$ cat src/rtl/counter_pkg.sv
`default_nettype none
// +----------------------------------------------------------------------------+
// | Module      : counter_pkg                                                  |
// | Description : Shared definitions for the down_counter block: the FSM state |
// |               encoding and the default counter width.                      |
// | Revision    : 1.0 - initial release                                        |
// +----------------------------------------------------------------------------+
package counter_pkg;

    localparam int unsigned C_DEFAULT_WIDTH = 8;

    typedef enum logic [1:0] {
        ST_IDLE = 2'd0,
        ST_RUN  = 2'd1,
        ST_DONE = 2'd2
    } cnt_state_e;

endpackage : counter_pkg
`default_nettype wire

$ cat src/rtl/down_counter.sv
`default_nettype none
// +----------------------------------------------------------------------------+
// | Module      : down_counter                                                 |
// | Description : Loadable down counter with terminal-count pulse, sticky      |
// |               done flag, optional auto-reload and abort.                   |
// | Ports       : clk          - clock, rising edge                            |
// |               reset        - synchronous, active-high reset                |
// |               load_valid   - request to load load_value                    |
// |               load_ready   - load can be accepted this cycle (comb.)       |
// |               load_value   - start value, captured on accepted load        |
// |               enable       - decrement qualifier while running             |
// |               auto_reload  - restart from stored value at terminal count   |
// |               abort        - cancel current run, highest priority          |
// |               count        - current counter value (registered)            |
// |               busy         - state is RUN                                  |
// |               tc           - one-cycle terminal-count pulse (registered)   |
// |               done         - sticky completion flag (registered)           |
// | Revision    : 1.0 - initial release                                        |
// +----------------------------------------------------------------------------+
module down_counter
    import counter_pkg::*;
#(
    parameter int unsigned WIDTH = C_DEFAULT_WIDTH
) (
    input  logic             clk,
    input  logic             reset,
    input  logic             load_valid,
    output logic             load_ready,
    input  logic [WIDTH-1:0] load_value,
    input  logic             enable,
    input  logic             auto_reload,
    input  logic             abort,
    output logic [WIDTH-1:0] count,
    output logic             busy,
    output logic             tc,
    output logic             done
);

    cnt_state_e       state_q,  state_d;
    logic [WIDTH-1:0] count_q,  count_d;
    logic [WIDTH-1:0] reload_q, reload_d;
    logic             tc_q,     tc_d;
    logic             done_q,   done_d;

    logic             w_load_acc;

    assign load_ready = (state_q != ST_RUN) && !abort;
    assign w_load_acc = load_valid && load_ready;

    always_comb begin
        state_d  = state_q;
        count_d  = count_q;
        reload_d = reload_q;
        tc_d     = 1'b0;
        done_d   = done_q;

        if (abort) begin
            // Abort wins over load, decrement and reload, and swallows tc.
            state_d = ST_IDLE;
            count_d = '0;
            done_d  = 1'b0;
        end else if (w_load_acc) begin
            reload_d = load_value;
            count_d  = load_value;
            if (load_value != '0) begin
                state_d = ST_RUN;
                done_d  = 1'b0;
            end else begin
                // A zero load completes immediately; auto_reload does not apply.
                state_d = ST_DONE;
                tc_d    = 1'b1;
                done_d  = 1'b1;
            end
        end else if (state_q == ST_RUN) begin
            if (count_q == '0) begin
                // Only reachable for the single zero cycle of an auto-reload.
                count_d = reload_q;
            end else if (enable) begin
                count_d = count_q - WIDTH'(1);
                if (count_q == WIDTH'(1)) begin
                    tc_d = 1'b1;
                    if (!auto_reload) begin
                        state_d = ST_DONE;
                        done_d  = 1'b1;
                    end
                end
            end
        end
    end

    always_ff @(posedge clk) begin
        if (reset) begin
            state_q  <= ST_IDLE;
            count_q  <= '0;
            reload_q <= '0;
            tc_q     <= 1'b0;
            done_q   <= 1'b0;
        end else begin
            state_q  <= state_d;
            count_q  <= count_d;
            reload_q <= reload_d;
            tc_q     <= tc_d;
            done_q   <= done_d;
        end
    end

    assign count = count_q;
    assign busy  = (state_q == ST_RUN);
    assign tc    = tc_q;
    assign done  = done_q;

endmodule : down_counter
`default_nettype wire

$ cat config.mk
export PLATFORM = sky130hd
export DESIGN_NAME = down_counter
export DESIGN_NICKNAME = d
export VERILOG_FILES = /design/src/rtl/counter_pkg.sv /design/src/rtl/down_counter.sv
export SDC_FILE = /design/constraint.sdc
export NUM_CORES = 1
export LEC_CHECK = 0
export ABC_AREA = 0
export ABC_CLOCK_PERIOD_IN_PS = 4350
export CORE_MARGIN = 2
export CORE_UTILIZATION = 51
export CTS_CLUSTER_SIZE = 40
export DETAILED_ROUTE_END_ITERATION = 10
export PLACE_DENSITY = 0.83
export RECOVER_POWER = 25
export SYNTH_ARGS = -nofsm -noshare
export SYNTH_HDL_FRONTEND = slang
export SYNTH_SLANG_ARGS = --single-unit
$ cat constraint.sdc
create_clock -name clk -period 4.35 [get_ports clk]
set_input_delay 0.6525 -clock clk [delete_from_list [all_inputs] [get_ports clk]]
set_output_delay 0.6525 -clock clk [all_outputs]
set_load 0.03 [all_outputs]
== After elaboration in Yosys (flattened, before gate mapping) ==
Cells that the tools add are included.

* Flip-flop bits (word level): 20
* Latch bits: 0
* Bits in writable memories: 0
* Bits in read-only memories: 0
* Input bits: 14
* Output and inout port bits: 12
* Logic and storage cells: 48
* Memories kept: 0

* $add $sub $neg: 1
* Multipliers: 0
* Div/mod/pow operators: 0
* Order comparisons: 0
* Eq/ne operators: 5
* Shifts and indexed selects: 0
* Muxes and demuxes: 23
* Bitwise operators: 1
* Reductions and logical operators: 13

{| class="wikitable"
|+ Operator list
! cell !! count
|-
| 2-to-1 mux 8 bit || 4
|-
| 2-to-1 mux 2 bit || 7
|-
| 2-to-1 mux 1 bit || 12
|-
| equality test 8 x 1 -> 1 bit, second input constant || 1
|-
| zero test 8 bit || 1
|-
| nonzero test 8 bit || 1
|-
| subtractor 8 x 1 -> 8 bit, second input constant || 1
|-
| nonzero test 2 bit || 3
|-
| AND reduction 5 bit || 1
|-
| inequality test 2 x 1 -> 1 bit, second input constant || 2
|-
| AND reduction 2 bit || 2
|-
| nonzero test 3 bit || 1
|-
| equality test 2 x 1 -> 1 bit, second input constant || 1
|-
| logical AND 1 bit || 2
|-
| inequality test 2 bit, second input constant || 1
|-
| OR reduction 2 bit || 1
|-
| zero test 1 bit || 1
|-
| NOT 1 bit || 1
|}

== Longest topological paths before layout ==
Gate-level depths: netlist of the first run.

* Word-level depth: 6
* Depth in mapped cells: 7
* Mapped depth without buffers: 7

== Least setup slack after synthesis of the first run ==
OpenSTA, ideal clock, no wires.

* Kind: flip-flop to output port
* Start: register done (netlist name)
* End: output load_ready
* Arrival time: 1573 ps
* Data required time: 3697 ps
* Slack: 2124 ps
* Stages on the path, launching flop included: 4
* Buffers on the path: 0
* Path through: dfxtp_1 -> nand2b_1 -> clkinv_1 -> nor2_1

{| class="wikitable"
|+ RTL lines
! what !! RTL line !! RTL
|-
| end: declaration || down_counter.sv:28 || <nowiki>output logic load_ready,</nowiki>
|}

== Worst setup path after layout of the first run ==
* Start: input abort
* End: output load_ready

* Cells in the longest elaborated chain, start to end: 2

{| class="wikitable"
|+ RTL lines
! what !! RTL line !! RTL
|-
| start: declaration || down_counter.sv:32 || <nowiki>input logic abort,</nowiki>
|-
| zero test 1 bit || down_counter.sv:47 || <nowiki>assign load_ready = (state_q != ST_RUN) && !abort;</nowiki>
|-
| logical AND 1 bit || down_counter.sv:47 ||
|}

Every way passes these cells.

==> run_results.csv, run 1 <==
group,metric,value,unit
run_status,status,"finished, final reports clean",
floorplan,coreArea,1920,um2
final_layout,final_util,68.4,%
power_and_ir_drop,peakVddDrop,0.000210,V
logic_synthesis,synth_ff_type,"dfxtp_1",
final_layout,fill_cells,174,
sta,max_freq,0.371,GHz
drt,vias_per_cell,5.92,
power_and_ir_drop,swShare,31.0,%
global_route,grt_max_degree,16,
placement,pre_cts_ws,1.79,ns
drt,drt_iter0_drc,55,
clock_tree,clk_pin_slew,0.10,ns
worst_hold_path,hold_start,"reload_q[3]",
clock_tree,cts_resized,0,
floorplan,pin_count,26,
global_route,antenna_found_initial,0,
clock_tree,cts_tree,"built",
clock_tree,cts_buffer_depth,2,
clock_tree,hold_buffers,0,
critical_path,rrSetupSlack,2.24,ns
power_and_ir_drop,internal_power,0.000255,W
drt,antenna_left,0,
clock_tree,clock_sinks,19,
placement,io_buffer_count,25,
drt,drt-total-wl,2600,um
clock_tree,cts_setup_buffers,0,
logic_synthesis,syn_avg_cell_area,7.95,um2
critical_path,crit_family,"buffers and inverters",
sta,finalClockSkew,0.00805,ns
logic_synthesis,syn_nets,145,
drt,dr.pass1.iters,4,
critical_path,path_buf_inv,2,
clock_tree,h-tree-depth,1,
logic_synthesis,syn_area,1020,um2
logic_synthesis,yosysUniqueCellTypes,41,
logic_synthesis,yosysWarnings,0,
logic_synthesis,postSynthCellCount,128,
final_layout,syn2layout_area_growth,29.2,%
critical_path,max_stage_delay,0.68,ns
final_layout,seqCellArea,380,um2
logic_synthesis,yosys.area.top_type,"dfxtp_1",
worst_hold_path,min_path_type,"register to register",
critical_path,arrival,2.04,ns
sta,post-route-period-util,62.0,%
critical_path,start_kind,"primary input",
critical_path,worstSetupPathType,"primary input to primary output",
critical_path,r2r-end,"state_q[0]",
worst_hold_path,whs_path_depth,2,
floorplan,fp.dieW,48.7,um
clock_tree,numCtsBuffers,3,
power_and_ir_drop,switching_power,0.000114,W
power_and_ir_drop,seqPwrFrac,50.8,%
logic_synthesis,synth_edf_count,0,
final_layout,multi_input_area,611,um2
logic_synthesis,netlist.area_leader.share,37.4,%
critical_path,crit_path_cell_trace,"dlygate4sd3_1 > nor2_1 > clkdlybuf4s50_1",
sta,rsz0062_at_grt,"no",
clock_tree,clockRootBuffer,"clkbuf_4",
clock_tree,clkLatencyLatePin,0.30,ns
final_layout,drive_gt1_share,7.84,%
drt,drc,0,
global_route,grt_pass1_vias,948,
critical_path,cp_slowest_cell,"clkdlybuf4s50_1",
drt,wl_per_cell,14.5,um
logic_synthesis,async_reset_ff_share,0,%
logic_synthesis,synth.yosys.seq_area_share,37.4,%
final_layout,diodes,0,
drt,num_vias,1066,
sta,slew_violations,0,
final_layout,fin_nets,171,
floorplan,start_util,52.9,%
critical_path,reg2reg_depth,6,
critical_path,endpoint_kind,"primary output",
sta,setup_ws,1.65,ns
global_route,gr-usage-all-layers,23.1,%
sta,fin_tns_setup,0,ns
floorplan,die_area,2370,um2
placement,place.gp.congestion,0.840,
logic_synthesis,ys_top_cells_by_area,"dfxtp_1 37%, nand2_1 10%, a21oi_1 5.4%",
sta,worstMarginPinSlew,0.609,ns
critical_path,crit_required,3.70,ns
sta,hold_ws,0.460,ns
global_route,overflow,0,
sta,hold_viol_final,0,
critical_path,r2r-start,"count[0]",
floorplan,num_rows,16,
power_and_ir_drop,comb_power_share,24.7,%
sta,setup_violations,0,
global_route,grt_pass1_wl,4290,um
logic_synthesis,ys_ff_latch,19,
power_and_ir_drop,p_clk_share,24.5,%
placement,place_hpwl,1990,um
sta,relSlewSlack,59.4,%
job,cap_violations,0,
floorplan,die_y,48.7,um
worst_hold_path,holdPathEnd,"reload_q[3]",
sta,fin_crit,2.70,ns
power_and_ir_drop,p_leak,0.466,nW
critical_path,cp_max_fo,4,
power_and_ir_drop,p_per_area,281,nW/um2
## metrics by stage
step	total power, W	instances	area [um2]
after floorplan	0.000248	128	1020
after global placement	0.000280	176	1290
after detailed placement	0.000282	176	1290
after CTS	0.000369	180	1310
after global routing	0.000393	180	1310
final	0.000369	180	1310
## per-layer routing
| layer | global-route usage (%) | wire, um |
|---|---|---|
| met5 | 0 | 0 |
| met2 | 38.4 | 1290 |
| met4 | 6.67 | 38 |
| met3 | 4.01 | 217 |
| met1 | 30.9 | 1060 |
## flip-flops by register name, summed over array words and instances (netlist names)
signal and cells:
reload_q 8, count 8, state_q 1, tc 1, done 1
## tightest hold or removal path, stage by stage, from the launching register on
cell	delay, ns
dfxtp_1	0.32
nand2_1	0.05
a21oi_1	0.05
## cells by family (layout without fill, tap and decap cells)
group | after synthesis | count (layout) | share of synthesized area [%]
compound gates | 39 | 39 | 24.4
mux | 3 | 3 | 3.20
fa+ha+maj | 3 | 3 | 3.69
flops | 19 | 19 | 37.4
simple gates | 54 | 54 | 26.2
xor+xnor | 3 | 3 | 2.58
buf+inv | 7 | 32 | 2.58
## cell usage after synthesis (all sizes together), types with 2 or more instances
cell / n
buf: 2
clkbuf: 2
or4: 2
nor2: 7
mux2: 2
nand2: 27
a41oi: 2
o41ai: 2
a21oi: 11
nand2b: 2
ha: 3
inv: 2
xor2: 2
a31oi: 6
nor3: 2
o21ai: 9
nand3: 3
dfxtp: 19
nor4: 3
o21a: 2
## power by group through the flow
stage / combinational, W / sequential [W] / clock, W
2_1_floorplan: 0.0000523 / 0.000196 / 0
3_3_place_gp: 0.0000891 / 0.000191 / 0
3_5_place_dp: 0.0000905 / 0.000191 / 0
4_1_cts: 0.0000910 / 0.000187 / 0.0000908
5_1_grt: 0.000101 / 0.000189 / 0.000104
6_report: 0.0000912 / 0.000187 / 0.0000906
## area by class of cell
cell class	count	share of cell area (%)
clock inverters	1	0.381
clock buffers	3	1.71
flip-flops and latches	19	29.0
repair buffers	25	19.0
inverters	3	0.857
well taps	27	2.57
multi-input cells	102	46.5
## cells in the final DEF, fill, tap and decap left out, types with 3 or more instances in the layout
cell,netlist,final
a21oi_1,11,11
a31oi_1,6,6
nor2_1,7,7
dfxtp_1,19,19
clkdlybuf4s50_1,0,24
nor4_1,3,3
clkbuf_4,0,3
nand3_1,3,3
ha_1,3,3
nand2_1,27,27
o21ai_0,7,7
## how the worst max path moves through the flow
stage               startpoint    endpoint  slack [ns]  cells past startpoint
floorplan                 done  load_ready        2.12                      3
global placement         abort  load_ready        1.80                      3
detailed placement       abort  load_ready        1.79                      3
CTS                       done  load_ready        1.75                      4
global route              done  load_ready        1.57                      4
finish                   abort  load_ready        1.65                      3
No activity file was read; power rests on OpenSTA's default activity.
==> inputs of run 2 (changes only) <==
ABC_CLOCK_PERIOD_IN_PS = 2300   (was 4350)
CORE_UTILIZATION = 43   (was 51)
PLACE_DENSITY = 0.74   (was 0.83)
clock period = 2.3 ns   (was 4.35 ns; I/O delays follow)
==> run_results.csv, run 2 (same netlist as run 1, synthesis figures left out) <==
group,metric,value,unit
sta,fin_tns_setup,0,ns
power_and_ir_drop,peakVddDrop,0.000400,V
critical_path,max_stage_delay,0.67,ns
floorplan,die_area,2770,um2
drt,num_vias,1084,
drt,drt_iter0_drc,24,
final_layout,drive_gt1_share,8.39,%
sta,slew_violations,0,
worst_hold_path,min_path_type,"register to register",
floorplan,start_util,45.5,%
placement,io_buffer_count,25,
placement,place.gp.congestion,0.987,
critical_path,path_buf_inv,3,
floorplan,pin_count,26,
global_route,antenna_found_initial,0,
clock_tree,cts_tree,"built",
global_route,grt_max_degree,12,
critical_path,cp_slowest_cell,"clkdlybuf4s50_1",
sta,relSlewSlack,61.0,%
sta,hold_viol_final,0,
sta,hold_ws,0.460,ns
drt,vias_per_cell,5.92,
clock_tree,h-tree-depth,1,
critical_path,crit_path_cell_trace,"nand2b_1 > clkinv_1 > buf_4 > clkdlybuf4s50_1",
critical_path,crit_required,1.96,ns
clock_tree,clk_pin_slew,0.11,ns
power_and_ir_drop,p_per_area,528,nW/um2
final_layout,fin_nets,173,
global_route,grt_pass1_wl,4320,um
global_route,overflow,0,
critical_path,rrSetupSlack,0.25,ns
job,cap_violations,0,
clock_tree,numCtsBuffers,3,
clock_tree,hold_buffers,0,
sta,worstMarginPinSlew,0.585,ns
drt,antenna_left,0,
sta,setup_violations,0,
critical_path,crit_family,"buffers and inverters",
final_layout,diodes,0,
sta,rsz0062_at_grt,"no",
critical_path,cp_max_fo,7,
final_layout,final_common_cell,"nand2_1",
clock_tree,clkLatencyLatePin,0.30,ns
placement,place_hpwl,2030,um
global_route,grt_pass1_vias,991,
sta,fin_crit,2.10,ns
global_route,gr-usage-all-layers,21.5,%
final_layout,fill_cells,202,
floorplan,fp.dieW,52.6,um
clock_tree,cts_setup_buffers,0,
power_and_ir_drop,p_leak,0.473,nW
sta,post-route-period-util,91.3,%
critical_path,endpoint_kind,"primary output",
floorplan,num_rows,17,
final_layout,syn2layout_area_growth,30.6,%
floorplan,die_y,52.6,um
floorplan,coreArea,2230,um2
drt,wl_per_cell,14.6,um
drt,drt-total-wl,2670,um
clock_tree,cts_resized,0,
clock_tree,clockRootBuffer,"clkbuf_4",
sta,max_freq,0.476,GHz
clock_tree,clock_sinks,19,
run_status,status,"finished, final reports clean",
clock_tree,cts_buffer_depth,2,
critical_path,arrival,1.76,ns
critical_path,start_kind,"register",
drt,drc,0,
critical_path,worstSetupPathType,"register to primary output",
drt,dr.pass1.iters,4,
final_layout,layout_common_cells,"27 x nand2_1, 24 x clkdlybuf4s50_1, 19 x dfxtp_1, 11 x a21oi_1",
sta,finalClockSkew,0.00556,ns
## run 2: worst paths after layout
check                   start  depth (start not counted)     endpoint
setup / recovery         done                          4         busy
hold / removal    reload_q[5]                          2  reload_q[5]
setup reg to reg     count[0]                          6         done
hold reg to reg   reload_q[5]                          2  reload_q[5]
## run 2: stage by stage
stage	utilization (%)	power, W	setup slack (ns)	cells	instance area [um2]
finish	59.5	0.000701	0.200	183	1330
global route	59.5	0.000737	0.104	183	1330
CTS	59.5	0.000704	0.195	183	1330
detailed placement	58.3	0.000536	0.283	179	1300
global placement	58.3	0.000536	0.355	179	1300
floorplan	-	0.000469	0.183	128	1020
## run 2: worst min-delay path, stage by stage, from the launching register on
cell and delay, ns:
dfxtp_1 0.32, nand2_1 0.05, a21oi_1 0.05
## run 2: power by group
part           internal, W  switching (W)
registers         0.000342      0.0000131
clock network    0.0000676       0.000103
logic            0.0000775      0.0000980
## run 2: metal layers
layer  wire length, um  GRT usage, %  vias up
met2              1290          37.3       39
met5                 0             0        -
met1              1190          26.6      519
met3               160          3.14        5
met4                40          8.12        0
li1                  -             -      521
## run 2: area by class of cell
type	count	area, um2	area share, %
multi-input cells	102	611	46.0
flip-flops and latches	19	380	28.6
repair buffers	27	265	20.0
well taps	28	35.0	2.64
clock buffers	4	26.3	1.98
inverters	3	11.3	0.847
==> inputs of run 3 (changes only) <==
SKIP_CTS_REPAIR_TIMING = 1   (was default)
==> results of run 3 <==
Final layout, timing and power as in run 2 (identical DEF).
